--- src/rtl/top.sv ---
// -----------------------------------------------------------------------------
// top -- small register-programmed ALU.
//
// Three programmable entries (opcode, operand A, operand B) are loaded through
// a simple write port. A hi/lo register pair holds the double-width product of
// the most recent multiply. Everything else is combinational from the stored
// entries, so an operation's result is visible right after the write edge that
// completes it. Multiply is the exception: the product is captured on edges
// where the stored opcode is already MULT.
//
// Ports
//   clk           single clock, all state updates on its rising edge
//   rstN          synchronous reset, active HIGH despite the name; clears all state
//   writeEn       write strobe for the entry file
//   writeAddress  0 = opcode, 1 = operand A, 2 = operand B, 3 = ignored
//   inst          write data
//   result        ALU result
//   error         illegal opcode, divide by zero or rotate amount out of range
//   zero          result == 0 (only when error = 0)
//   carry         ADD carry-out / SUB borrow
//   overflow      ADD/SUB signed overflow, MULT upper half non-zero
// -----------------------------------------------------------------------------
module top #(
  parameter int OPERAND_WIDTH    = 8,
  parameter int INST_ADDR_LENGTH = 2
) (
  input  logic                        clk,
  input  logic                        rstN,
  input  logic                        writeEn,
  input  logic [INST_ADDR_LENGTH-1:0] writeAddress,
  input  logic [OPERAND_WIDTH-1:0]    inst,
  output logic [OPERAND_WIDTH-1:0]    result,
  output logic                        error,
  output logic                        zero,
  output logic                        carry,
  output logic                        overflow
);

  localparam int W   = OPERAND_WIDTH;
  localparam int SHW = (W > 1) ? $clog2(W) : 1;

  localparam logic [W-1:0] OP_ADD    = W'(0);
  localparam logic [W-1:0] OP_SUB    = W'(1);
  localparam logic [W-1:0] OP_MULT   = W'(2);
  localparam logic [W-1:0] OP_DIVIDE = W'(3);
  localparam logic [W-1:0] OP_MFHI   = W'(4);
  localparam logic [W-1:0] OP_MFLO   = W'(5);
  localparam logic [W-1:0] OP_AND    = W'(6);
  localparam logic [W-1:0] OP_OR     = W'(7);
  localparam logic [W-1:0] OP_XOR    = W'(8);
  localparam logic [W-1:0] OP_NAND   = W'(9);
  localparam logic [W-1:0] OP_NOR    = W'(10);
  localparam logic [W-1:0] OP_EQUAL  = W'(11);
  localparam logic [W-1:0] OP_GT     = W'(12);
  localparam logic [W-1:0] OP_LT     = W'(13);
  localparam logic [W-1:0] OP_ROTL   = W'(14);
  localparam logic [W-1:0] OP_ROTR   = W'(15);

  // ---------------------------------------------------------------------------
  // State: entry file and hi/lo product registers
  // ---------------------------------------------------------------------------
  logic [W-1:0] opcode_q, opcode_d;
  logic [W-1:0] a_q, a_d;
  logic [W-1:0] b_q, b_d;
  logic [W-1:0] hi_q, hi_d;
  logic [W-1:0] lo_q, lo_d;

  logic [2*W-1:0] product;

  assign product = {{W{1'b0}}, a_q} * {{W{1'b0}}, b_q};

  always_comb begin
    opcode_d = opcode_q;
    a_d      = a_q;
    b_d      = b_q;
    hi_d     = hi_q;
    lo_d     = lo_q;

    if (writeEn) begin
      if (writeAddress == INST_ADDR_LENGTH'(0)) begin
        opcode_d = inst;
      end else if (writeAddress == INST_ADDR_LENGTH'(1)) begin
        a_d = inst;
      end else if (writeAddress == INST_ADDR_LENGTH'(2)) begin
        b_d = inst;
      end
    end

    // The capture uses the pre-edge opcode and operands, so a write landing on
    // the same edge only affects the next capture.
    if (opcode_q == OP_MULT) begin
      {hi_d, lo_d} = product;
    end
  end

  always_ff @(posedge clk) begin
    if (rstN) begin
      opcode_q <= '0;
      a_q      <= '0;
      b_q      <= '0;
      hi_q     <= '0;
      lo_q     <= '0;
    end else begin
      opcode_q <= opcode_d;
      a_q      <= a_d;
      b_q      <= b_d;
      hi_q     <= hi_d;
      lo_q     <= lo_d;
    end
  end

  // ---------------------------------------------------------------------------
  // Combinational ALU
  // ---------------------------------------------------------------------------
  logic [W:0]     sum_w;
  logic [W:0]     diff_w;
  logic [SHW-1:0] rot_amt;
  logic [W-1:0]   rotl_w;
  logic [W-1:0]   rotr_w;
  logic           rot_bad;

  assign sum_w  = {1'b0, a_q} + {1'b0, b_q};
  // The extra top bit of the widened subtraction is exactly the borrow (A < B).
  assign diff_w = {1'b0, a_q} - {1'b0, b_q};

  // Only amounts 0..W-1 are legal; the low bits drive the rotator and the
  // range check flags everything else. A zero amount shifts the wrap-around
  // term by W, which leaves it empty.
  assign rot_amt = b_q[SHW-1:0];
  assign rot_bad = (b_q > W'(W - 1));
  assign rotl_w  = (a_q << rot_amt) | (a_q >> (W - int'(rot_amt)));
  assign rotr_w  = (a_q >> rot_amt) | (a_q << (W - int'(rot_amt)));

  logic [W-1:0] res_raw;
  logic         err_raw;
  logic         cry_raw;
  logic         ovf_raw;

  always_comb begin
    res_raw = '0;
    err_raw = 1'b0;
    cry_raw = 1'b0;
    ovf_raw = 1'b0;

    case (opcode_q)
      OP_ADD: begin
        res_raw = sum_w[W-1:0];
        cry_raw = sum_w[W];
        ovf_raw = (a_q[W-1] == b_q[W-1]) && (sum_w[W-1] != a_q[W-1]);
      end
      OP_SUB: begin
        res_raw = diff_w[W-1:0];
        cry_raw = diff_w[W];
        ovf_raw = (a_q[W-1] != b_q[W-1]) && (diff_w[W-1] != a_q[W-1]);
      end
      OP_MULT: begin
        res_raw = lo_q;
        ovf_raw = (hi_q != '0);
      end
      OP_DIVIDE: begin
        if (b_q == '0) begin
          err_raw = 1'b1;
        end else begin
          res_raw = a_q / b_q;
        end
      end
      OP_MFHI:  res_raw = hi_q;
      OP_MFLO:  res_raw = lo_q;
      OP_AND:   res_raw = a_q & b_q;
      OP_OR:    res_raw = a_q | b_q;
      OP_XOR:   res_raw = a_q ^ b_q;
      OP_NAND:  res_raw = ~(a_q & b_q);
      OP_NOR:   res_raw = ~(a_q | b_q);
      OP_EQUAL: res_raw = W'(a_q == b_q);
      OP_GT:    res_raw = W'(a_q > b_q);
      OP_LT:    res_raw = W'(a_q < b_q);
      OP_ROTL: begin
        if (rot_bad) err_raw = 1'b1;
        else         res_raw = rotl_w;
      end
      OP_ROTR: begin
        if (rot_bad) err_raw = 1'b1;
        else         res_raw = rotr_w;
      end
      default: err_raw = 1'b1;
    endcase
  end

  // Any error forces a clean all-zero result with every other flag low.
  always_comb begin
    result   = '0;
    error    = err_raw;
    zero     = 1'b0;
    carry    = 1'b0;
    overflow = 1'b0;
    if (!err_raw) begin
      result   = res_raw;
      zero     = (res_raw == '0);
      carry    = cry_raw;
      overflow = ovf_raw;
    end
  end

endmodule

--- config.mk ---
export PLATFORM = sky130hd
export DESIGN_NAME = top
export DESIGN_NICKNAME = d
export VERILOG_FILES = /design/src/rtl/top.sv
export SDC_FILE = /design/constraint.sdc
export NUM_CORES = 1
export LEC_CHECK = 0
export BUFFER_PORTS_ARGS = -buffer_cell sky130_fd_sc_hd__buf_2
export CAP_MARGIN = 20
export CORE_ASPECT_RATIO = 0.6
export CORE_UTILIZATION = 40
export CTS_BUF_LIST = sky130_fd_sc_hd__clkbuf_16
export DETAILED_ROUTE_END_ITERATION = 12
export GPL_TIMING_DRIVEN = 0
export PLACE_DENSITY = 0.53
export SLEW_MARGIN = 40
export SYNTH_ARGS = -nofsm -noshare
export SYNTH_HDL_FRONTEND = slang
export SYNTH_SLANG_ARGS = --single-unit
--- constraint.sdc ---
create_clock -name clk -period 25 [get_ports clk]
set_input_delay 1.25 -clock clk [delete_from_list [all_inputs] [get_ports clk]]
set_output_delay 1.25 -clock clk [all_outputs]
set_load 0.02 [all_outputs]
==> impl_results.md, run 1 <==
* Status: finished clean
* Post-synthesis register bit count at 40
* CTS tree: built
* Dpl hpwl at 24420 um
* Mapped cell area at 7656 sq um
* First-pass GRT wire length at 46000 um
* Inserted Clock Buffers at 5
* Slew Viols, Final at 0
* Setup Skew at 9.179 ps
* Post-route minimum period at 15380 ps
* Antenna viol nets, final at 0
* Post_cts resized at 0
* Initial DRT Pass Iterations at 5
* Remaining Overflow, GRT at 0
* Syn nets at 1148
* CTS max path bufs at 2
* Design Area, Final at 8250 sq um
* # fillers at 1912
* Min Hold Slack at 469.1 ps
* Mean Syn Cell Area at 7.687 sq um
* Fin. Hold Viols at 0
* Final Net Count at 1179
* Crit path DAT at 14130 ps
* Power per cell area at 92.38 nW/um^2
* Critical Path Start Type: flop
* Maxcap violations at 0
* Critical Path End Type: primary output
* Leakage at 3.614 nW
* Worst R2R Start: b_q[3]$_SDFFE_PP0P_
* Via Count at 7913
* F_max at 0.06503 GHz
* Ratio of cells with drive above 1 in the final layout at 0.07400
* RSZ-0062 raised after global routing: no
* Worst Hold Path EP: lo_q[0]$_SDFFE_PP0P_
* 1st-iter DRT viols at 989
* Final setup viols at 0
* Fin crit share at 0.6151
* Worst Hold Depth at 2
* CP required at 23750 ps
* Initial antenna violation count at 0
* Io pins at 25
* Vias in the first global route at 7397
* Final wirelength at 30270 um
* Crit path kind: flop to primary output
* Largest fanout on the critical path at 13
* H-tree depth at 2
* Synthesized instance count at 996
* Peak supply drop at 232.4 uV
* DIE WIDTH at 180.6 um
* Post-CTS setup buffer count at 0
* DRC Markers at 0
* Max_slew headroom at 0.4264
* Worst Hold Class: flop to flop
* Ys async rst share at 0
* Average wire per standard cell at 23.87 um
* Hold Startpoint: lo_q[0]$_SDFFE_PP0P_
* Slowest cell on crit path: dfxtp_1
* Synth cell types at 83
* All-Layer GR Usage at 0.3163
* Seq/Total Area, Yosys at 0.1046
* # hold bufs at CTS at 0
* Clk root buf: clkbuf_16
* Area of placed instances at 8110 sq um
* Area Overhead vs Synth at 7.763%
* Synthesis Warnings at 0
* Setup TNS at 0 ps
* Worst skew pair latency at 300 ps
* Via density at 6.241
* Die Span Y at 109.2 um
* Post-synth EDFFs at 0
* Post-synth top flop: dfxtp_1
* Least-Margin Pin Slew at 860.5 ps
* Clock transition at the registers of the reported paths at 60 ps
* Worst R2R End: hi_q[6]$_SDFFE_PP0P_
* Final GP Congestion at 1.031
* Die Footprint at 19720 sq um
* # rows at 38
* Largest stage delay on the critical path at 590 ps
* CTS Sinks at 40
* Pin count of the biggest net entering global routing at 18
* Placeable Area at 18400 sq um
* Most frequent cell on the critical path: ha_1
* R2R Setup Slk at 18990 ps
* Reg2Reg Depth at 16
* IO Port Bufs at 23
* Initial core utilization at 0.4161
state kept, by name, summed over array words and instances, names as in the netlist:
name,count
a_q,8
b_q,8
hi_q,8
lo_q,8
opcode_q,8
critical path, delay by kind of cell, from the launching register on:
family | cells | cell delay [ps]
AOI/OAI and AO/OA | 22 | 4600
adders and majority gates | 8 | 2370
buffers and inverters | 6 | 2220
DFF | 1 | 590
muxes | 3 | 1240
and+or+nand+nor | 11 | 2810
final cells by class:
class	count	area [sq um]	share of cell area
Multi-Input combinational cell	805	6289	0.7622
Sequential cell	40	800.8	0.09706
Inverter	89	334.1	0.04049
Tap cell	240	300.3	0.03640
Buffer	62	256.5	0.03109
Timing Repair Buffer	24	130.1	0.01577
Clock buffer	5	125.1	0.01517
Clock inverter	2	12.51	0.001517
Antenna cell	1	2.502	0.0003033
cells by family after synthesis:
family                   after synthesis  synth area share
AO/OA/AOI/OAI                        231            0.2115
XOR/XNOR                              16           0.01929
adder cells (fa/ha/maj)              139            0.2644
buffers and inverters                151           0.07681
flip-flops                            40            0.1046
multiplexers                          55           0.08204
AND/OR/NAND/NOR                      364            0.2414
metal layers:
| layer | vias to the layer above | track usage | routed length [um] |
|---|---|---|---|
| met5 | - | 0 | 0 |
| met4 | 0 | 0.05006 | 308 |
| met3 | 25 | 0.1112 | 3957 |
| met2 | 451 | 0.4086 | 10670 |
| met1 | 3768 | 0.4884 | 15340 |
| li1 | 3669 | - | - |
worst max path at each step:
stage          cells after the start    to  slack, ps           startpoint
2_1_floorplan                     48  zero      12730  b_q[0]$_SDFFE_PP0P_
3_3_place_gp                      50  zero      10220  b_q[0]$_SDFFE_PP0P_
3_5_place_dp                      50  zero      10280  b_q[0]$_SDFFE_PP0P_
4_1_cts                           50  zero       9920  b_q[0]$_SDFFE_PP0P_
5_1_grt                           50  zero       8800  b_q[0]$_SDFFE_PP0P_
6_report                          50  zero       9620  b_q[0]$_SDFFE_PP0P_
Yosys cell counts, drive strengths merged (30+ instances only):
library cell,n,area [sq um]
a21oi,52,260.3
clkbuf,49,183.9
dfxtp,40,800.8
fa,38,760.7
ha,101,1264
inv,85,319.1
mux2i,38,384.1
nand2,67,251.5
nand3,30,150.1
nor2,115,434.2
nor3,31,166.4
o21ai,30,150.1
report_power, final:
group	internal, mW	switching (mW)
Sequential	0.0652	0.00272
Clock	0.0363	0.0283
Combinational	0.267	0.363
cells in the final DEF (no fill, tap or decap), types with 15 or more instances in the layout:
master and n:
nor2_1 114, ha_1 101, buf_2 30, nand2_1 67, a21oi_1 52, o21ai_0 27
clkbuf_1 49, dfxtp_1 40, a211oi_1 15, nor3_1 30, inv_1 85, nand3_1 30
mux2i_1 37, o21a_1 17, fa_1 38
metrics by stage:
stage / power (mW) / worst slack [ps] / instances / util
2_1_floorplan: 0.5265 / 12730 / 996 / -
3_3_place_gp: 0.6694 / 10220 / 1259 / 0.4387
3_5_place_dp: 0.6760 / 10280 / 1260 / 0.4408
4_1_cts: 0.7442 / 9916 / 1267 / 0.4483
5_1_grt: 0.8473 / 8799 / 1267 / 0.4483
6_report: 0.7621 / 9622 / 1268 / 0.4484
No activity file was read; power rests on OpenSTA's default activity.
==> run 2, diff against run 1 <==
--- a/config.mk
+++ b/config.mk
@@ -12,7 +12,7 @@
 export CTS_BUF_LIST = sky130_fd_sc_hd__clkbuf_16
 export DETAILED_ROUTE_END_ITERATION = 12
 export GPL_TIMING_DRIVEN = 0
-export PLACE_DENSITY = 0.53
+export PLACE_DENSITY = 0.55
 export SLEW_MARGIN = 40
 export SYNTH_ARGS = -nofsm -noshare
 export SYNTH_HDL_FRONTEND = slang
==> constraint.sdc (replaced) <==
create_clock -name clk -period 12.35 [get_ports clk]
set_input_delay 0.6175 -clock clk [delete_from_list [all_inputs] [get_ports clk]]
set_output_delay 0.6175 -clock clk [all_outputs]
set_load 0.02 [all_outputs]
==> impl_results.md, run 2 (synthesis results as in run 1) <==
* Net Sw Frac at 0.4951
* Inserted Clock Buffers at 5
* DIE WIDTH at 180.6 um
* Via density at 6.244
* Io pins at 25
* Most frequent cell on the critical path: ha_1
* Internal power at 0.8531 mW
* Logic pwr share at 0.826
* Status: finished clean
* # fillers at 1918
* Leakage at 3.727 nW
* Max_slew headroom at 0.4112
* Placed cells at 1260
* CTS tree: built
* Average wire per standard cell at 23.52 um
* Final wirelength at 30040 um
* Clock transition at the registers of the reported paths at 70 ps
* Slowest cell on crit path: dfxtp_1
* Worst skew pair latency at 300 ps
* Die Footprint at 19720 sq um
* Area Overhead vs Synth at 11.24%
* Maxcap violations at 0
* # hold bufs at CTS at 0
* Initial antenna violation count at 0
* Final setup margin at 568.4 ps
* Peak supply drop at 383.1 uV
* Critical Path Start Type: flop
* # rows at 38
* Least-Margin Pin Slew at 875.9 ps
* Crit path buf inv count at 6
* Die Span Y at 109.2 um
* Critical Path End Type: primary output
* Dpl hpwl at 24220 um
* CP top delay family: compound AO/OA/AOI/OAI gates
* Fin. Hold Viols at 0
* Finished Layout Cells at 1277
* Dpl ws at -1814 ps
* 1st-iter DRT viols at 840
* Reg power frac at 0.081
* Crit path kind: flop to primary output
* Worst Hold Class: flop to flop
* Vias in the first global route at 7227
* Ratio of cells with drive above 1 in the final layout at 0.1090
* Post-route minimum period at 11780 ps
* CTS Sinks at 40
* Slew Viols, Final at 0
* Setup Skew at 8.809 ps
* Final Net Count at 1188
* Largest fanout on the critical path at 10
* IO Port Bufs at 23
* Final setup viols at 0
* Placeable Area at 18400 sq um
* Commonest non-fill, non-tap cell in the layout: nor2_1
* Remaining Overflow, GRT at 0
* F_max at 0.08488 GHz
* CP required at 11730 ps
* Fin crit share at 0.9540
* Initial DRT Pass Iterations at 6
* CTS max path bufs at 2
* Most frequent cells in the layout: nor2_1, ha_1, inv_1
* Largest stage delay on the critical path at 630 ps
* Final Util at 0.4629
* H-tree depth at 2
* Sequential cell area at 805.8 sq um
* Area of the multi-input gates at 6395 sq um
* DRC Markers at 0
* Clock network fraction of total power at 0.092
* All-Layer GR Usage at 0.3105
* Final GP Congestion at 1.041
* Pin count of the biggest net entering global routing at 20
* First-pass GRT wire length at 45110 um
* Clk root buf: clkbuf_16
* Antenna viol nets, final at 0
* Initial core utilization at 0.4161
* Power per cell area at 198.4 nW/um^2
* Crit path DAT at 11160 ps
* Net Switching at 0.8365 mW
* Ant diodes at 0
* Via Count at 7973
-- run 2: layout make-up --
type                       instances  area share
clock buffer                       5     0.01469
buffer                            59     0.03203
sequential                        40     0.09461
inverter                          89     0.04025
timing repair buffer              36     0.02732
clock inverter                     3    0.004995
tap                              240     0.03526
multi-input combinational        805      0.7508
-- run 2: through the flow --
stage	setup TNS, ps	hold slack [ps]	cell area (sq um)	power [mW]
3_3_place_gp	-3277	453.5	8071	1.352
4_1_cts	0	462.9	8362	1.564
2_1_floorplan	0	432.1	7656	1.066
5_1_grt	-10.25	479.7	8517	1.838
6_report	0	463.7	8517	1.690
3_5_place_dp	-3364	452.9	8124	1.361
-- run 2: path summary, 6_finish.rpt --
path,from,endpoint,slack [ps],depth (start not counted)
worst max register to register,a_q[6]$_SDFFE_PP0P_,hi_q[7]$_SDFFE_PP0P_,6730,14
worst max-delay path,a_q[6]$_SDFFE_PP0P_,zero,570,44
worst min register to register,lo_q[0]$_SDFFE_PP0P_,lo_q[0]$_SDFFE_PP0P_,460,2
worst min-delay path,lo_q[0]$_SDFFE_PP0P_,lo_q[0]$_SDFFE_PP0P_,460,2
-- run 2: per-layer routing --
| metal | GRT usage | part of all wire | vias to the layer above |
|---|---|---|---|
| met4 | 0.03724 | 0.010 | 0 |
| met3 | 0.1152 | 0.14 | 34 |
| met5 | 0.01500 | 0 | - |
| met1 | 0.4883 | 0.51 | 3802 |
| met2 | 0.3879 | 0.35 | 447 |
| li1 | - | - | 3690 |
-- run 2: worst min-delay path: cells and delay by family, from the launching register on --
family | cells | cell delay (ps)
compound gates | 1 | 50
simple gates | 1 | 50
flops | 1 | 310
-- run 2: repair_timing --
action                     4_1_cts  5_1_grt
setup endpoints to repair        3        2
gates resized for setup         16       29
buffers inserted                 4        8
pin swaps                        2       10
-- run 2: power groups by stage --
stage | clock [mW] | sequential (mW) | combinational [mW]
after floorplan | 0 | 0.138 | 0.928
after global placement | 0 | 0.140 | 1.21
after detailed placement | 0 | 0.140 | 1.22
after CTS | 0.157 | 0.137 | 1.27
after global routing | 0.162 | 0.137 | 1.54
final | 0.156 | 0.137 | 1.40
==> run 3, diff against run 2 <==
--- a/config.mk
+++ b/config.mk
@@ -13,7 +13,8 @@
 export DETAILED_ROUTE_END_ITERATION = 12
 export GPL_TIMING_DRIVEN = 0
 export PLACE_DENSITY = 0.55
-export SLEW_MARGIN = 40
+export RECOVER_POWER = 25
+export SLEW_MARGIN = 20
 export SYNTH_ARGS = -nofsm -noshare
 export SYNTH_HDL_FRONTEND = slang
 export SYNTH_SLANG_ARGS = --single-unit
==> constraint.sdc (replaced) <==
create_clock -name clk -period 10.5 [get_ports clk]
set_input_delay 0.525 -clock clk [delete_from_list [all_inputs] [get_ports clk]]
set_output_delay 0.525 -clock clk [all_outputs]
set_load 0.02 [all_outputs]
==> impl_results.md, run 3 (synthesis results as in run 1) <==
* Status: finished, violations left
* Failing checks: negative setup slack
* Slowest cell on crit path: or4_4
* Most frequent cells in the layout: nor2_1, ha_1, inv_1
* Via Count at 8255
* Initial DRT Pass Iterations at 6
* Commonest non-fill, non-tap cell in the layout: nor2_1
* Worst Hold Class: flop to flop
* Slew Viols, Final at 0
* Clock transition at the registers of the reported paths at 60 ps
* Max layer used: met4
* IO Port Bufs at 23
* H-tree depth at 2
* Die Span Y at 109.2 um
* Worst skew pair latency at 300 ps
* DIE WIDTH at 180.6 um
* Setup Skew at 6.474 ps
* Least-Margin Pin Slew at 1207 ps
* Pin count of the biggest net entering global routing at 21
* Met2 wire len at 11310 um
* Post-route minimum period at 11290 ps
* RSZ-0062 raised after global routing: yes
* Final GP Congestion at 1.016
* DRC Markers at 0
* Final setup margin at -787.9 ps
* Clk root buf: clkbuf_16
* Initial antenna violation count at 0
* First-pass GRT wire length at 46780 um
* Die Footprint at 19720 sq um
* Largest fanout on the critical path at 10
* Maxcap violations at 0
* Ratio of cells with drive above 1 in the final layout at 0.1813
* Io pins at 25
* Largest stage delay on the critical path at 520 ps
* Leakage at 4.011 nW
* Antenna viol nets, final at 0
* Power per cell area at 282.0 nW/um^2
* Met3 wire length at 4237 um
* Critical Path Start Type: flop
* Critical Path End Type: primary output
* # rows at 38
* CP required at 9980 ps
* Met1 wire length at 15140 um
* Area Overhead vs Synth at 20.23%
* Via density at 6.244
* CTS max path bufs at 2
* 1st-iter DRT viols at 1057
* All-Layer GR Usage at 0.3202
* Final Net Count at 1232
* Crit path kind: flop to primary output
* Max_slew headroom at 0.1880
* Placeable Area at 18400 sq um
* Setup TNS at -1405 ps
* Dpl ws at -1885 ps
* Peak supply drop at 903.2 uV
* F_max at 0.08859 GHz
* Fin. Hold Viols at 0
* Most frequent cell on the critical path: ha_4
* Fin crit share at 1.075
* Vias in the first global route at 7615
* # fillers at 1797
* CTS tree: built
* Crit path DAT at 10760 ps
* Remaining Overflow, GRT at 0
* Final wirelength at 31050 um
* # hold bufs at CTS at 0
* Dpl hpwl at 23870 um
* Initial core utilization at 0.4161
* CTS Sinks at 40
* Inserted Clock Buffers at 5
* Final setup viols at 2
* Average wire per standard cell at 23.49 um
run 3: changes by cell type in the layout (fill, tap and decap cells not counted), sizes merged:
cell | previous run | this run
inv | 84 | 85
clkinvlp | 1 | 2
buf | 51 | 90
clkinv | 6 | 4
clkbuf | 49 | 54
diode | 0 | 1
run 3: critical path: cells and delay by family (launching register included):
family / cells / cell delay [ps]
DFF: 1 / 370
AOI/OAI and AO/OA: 23 / 4470
muxes: 2 / 700
adders and majority gates: 7 / 1650
buffers and inverters: 6 / 860
and+or+nand+nor: 13 / 2400
run 3: final cells by class:
cell class                      instances  area (sq um)  share of cell area
Antenna cell                            1         2.502           0.0002718
Buffer                                 60         337.8             0.03670
Clock buffer                            5         125.1             0.01359
Clock inverter                          3         46.29            0.005029
Inverter                               89         350.3             0.03806
Multi-Input combinational cell        805          6663              0.7238
Sequential cell                        40         819.5             0.08903
Tap cell                              240         300.3             0.03262
Timing Repair Buffer                   79         560.5             0.06089
run 3: worst paths after layout:
path	cells past startpoint	startpoint	to	slack, ps
setup / recovery	51	b_q[2]$_SDFFE_PP0P_	zero	-790
hold / removal	2	lo_q[0]$_SDFFE_PP0P_	lo_q[0]$_SDFFE_PP0P_	470
setup reg to reg	16	a_q[4]$_SDFFE_PP0P_	hi_q[6]$_SDFFE_PP0P_	4890
hold reg to reg	2	lo_q[0]$_SDFFE_PP0P_	lo_q[0]$_SDFFE_PP0P_	470
run 3: per-layer routing:
metal / global-route usage / vias up
li1: - / 3784
met1: 0.4871 / 3982
met2: 0.4197 / 458
met3: 0.1119 / 31
met4: 0.05983 / 0
met5: 0 / -
run 3: timing repair:
item | CTS | global route
resized for setup | 74 | 35
endpoints found under the setup margin | 3 | 2
pin swaps | 18 | 36
buffers inserted | 43 | 13
run 3: per-stage QoR:
step           std cells  total power, mW  cell area (sq um)  hold slack (ps)    util
2_1_floorplan        996            1.291               7741            432.1       -
3_3_place_gp        1259            1.635               8157            454.0  0.4433
3_5_place_dp        1259            1.653               8159            461.2  0.4434
4_1_cts             1308            2.267               8950            470.0  0.4864
5_1_grt             1321            2.795               9203            502.6  0.5001
6_report            1322            2.596               9205            466.3  0.5003
run 3: report_power, final:
group / switching [mW] / internal (mW) / total (mW)
registers: 0.00598 / 0.155 / 0.161
logic: 1.14 / 1.11 / 2.25
clock network: 0.0735 / 0.113 / 0.187
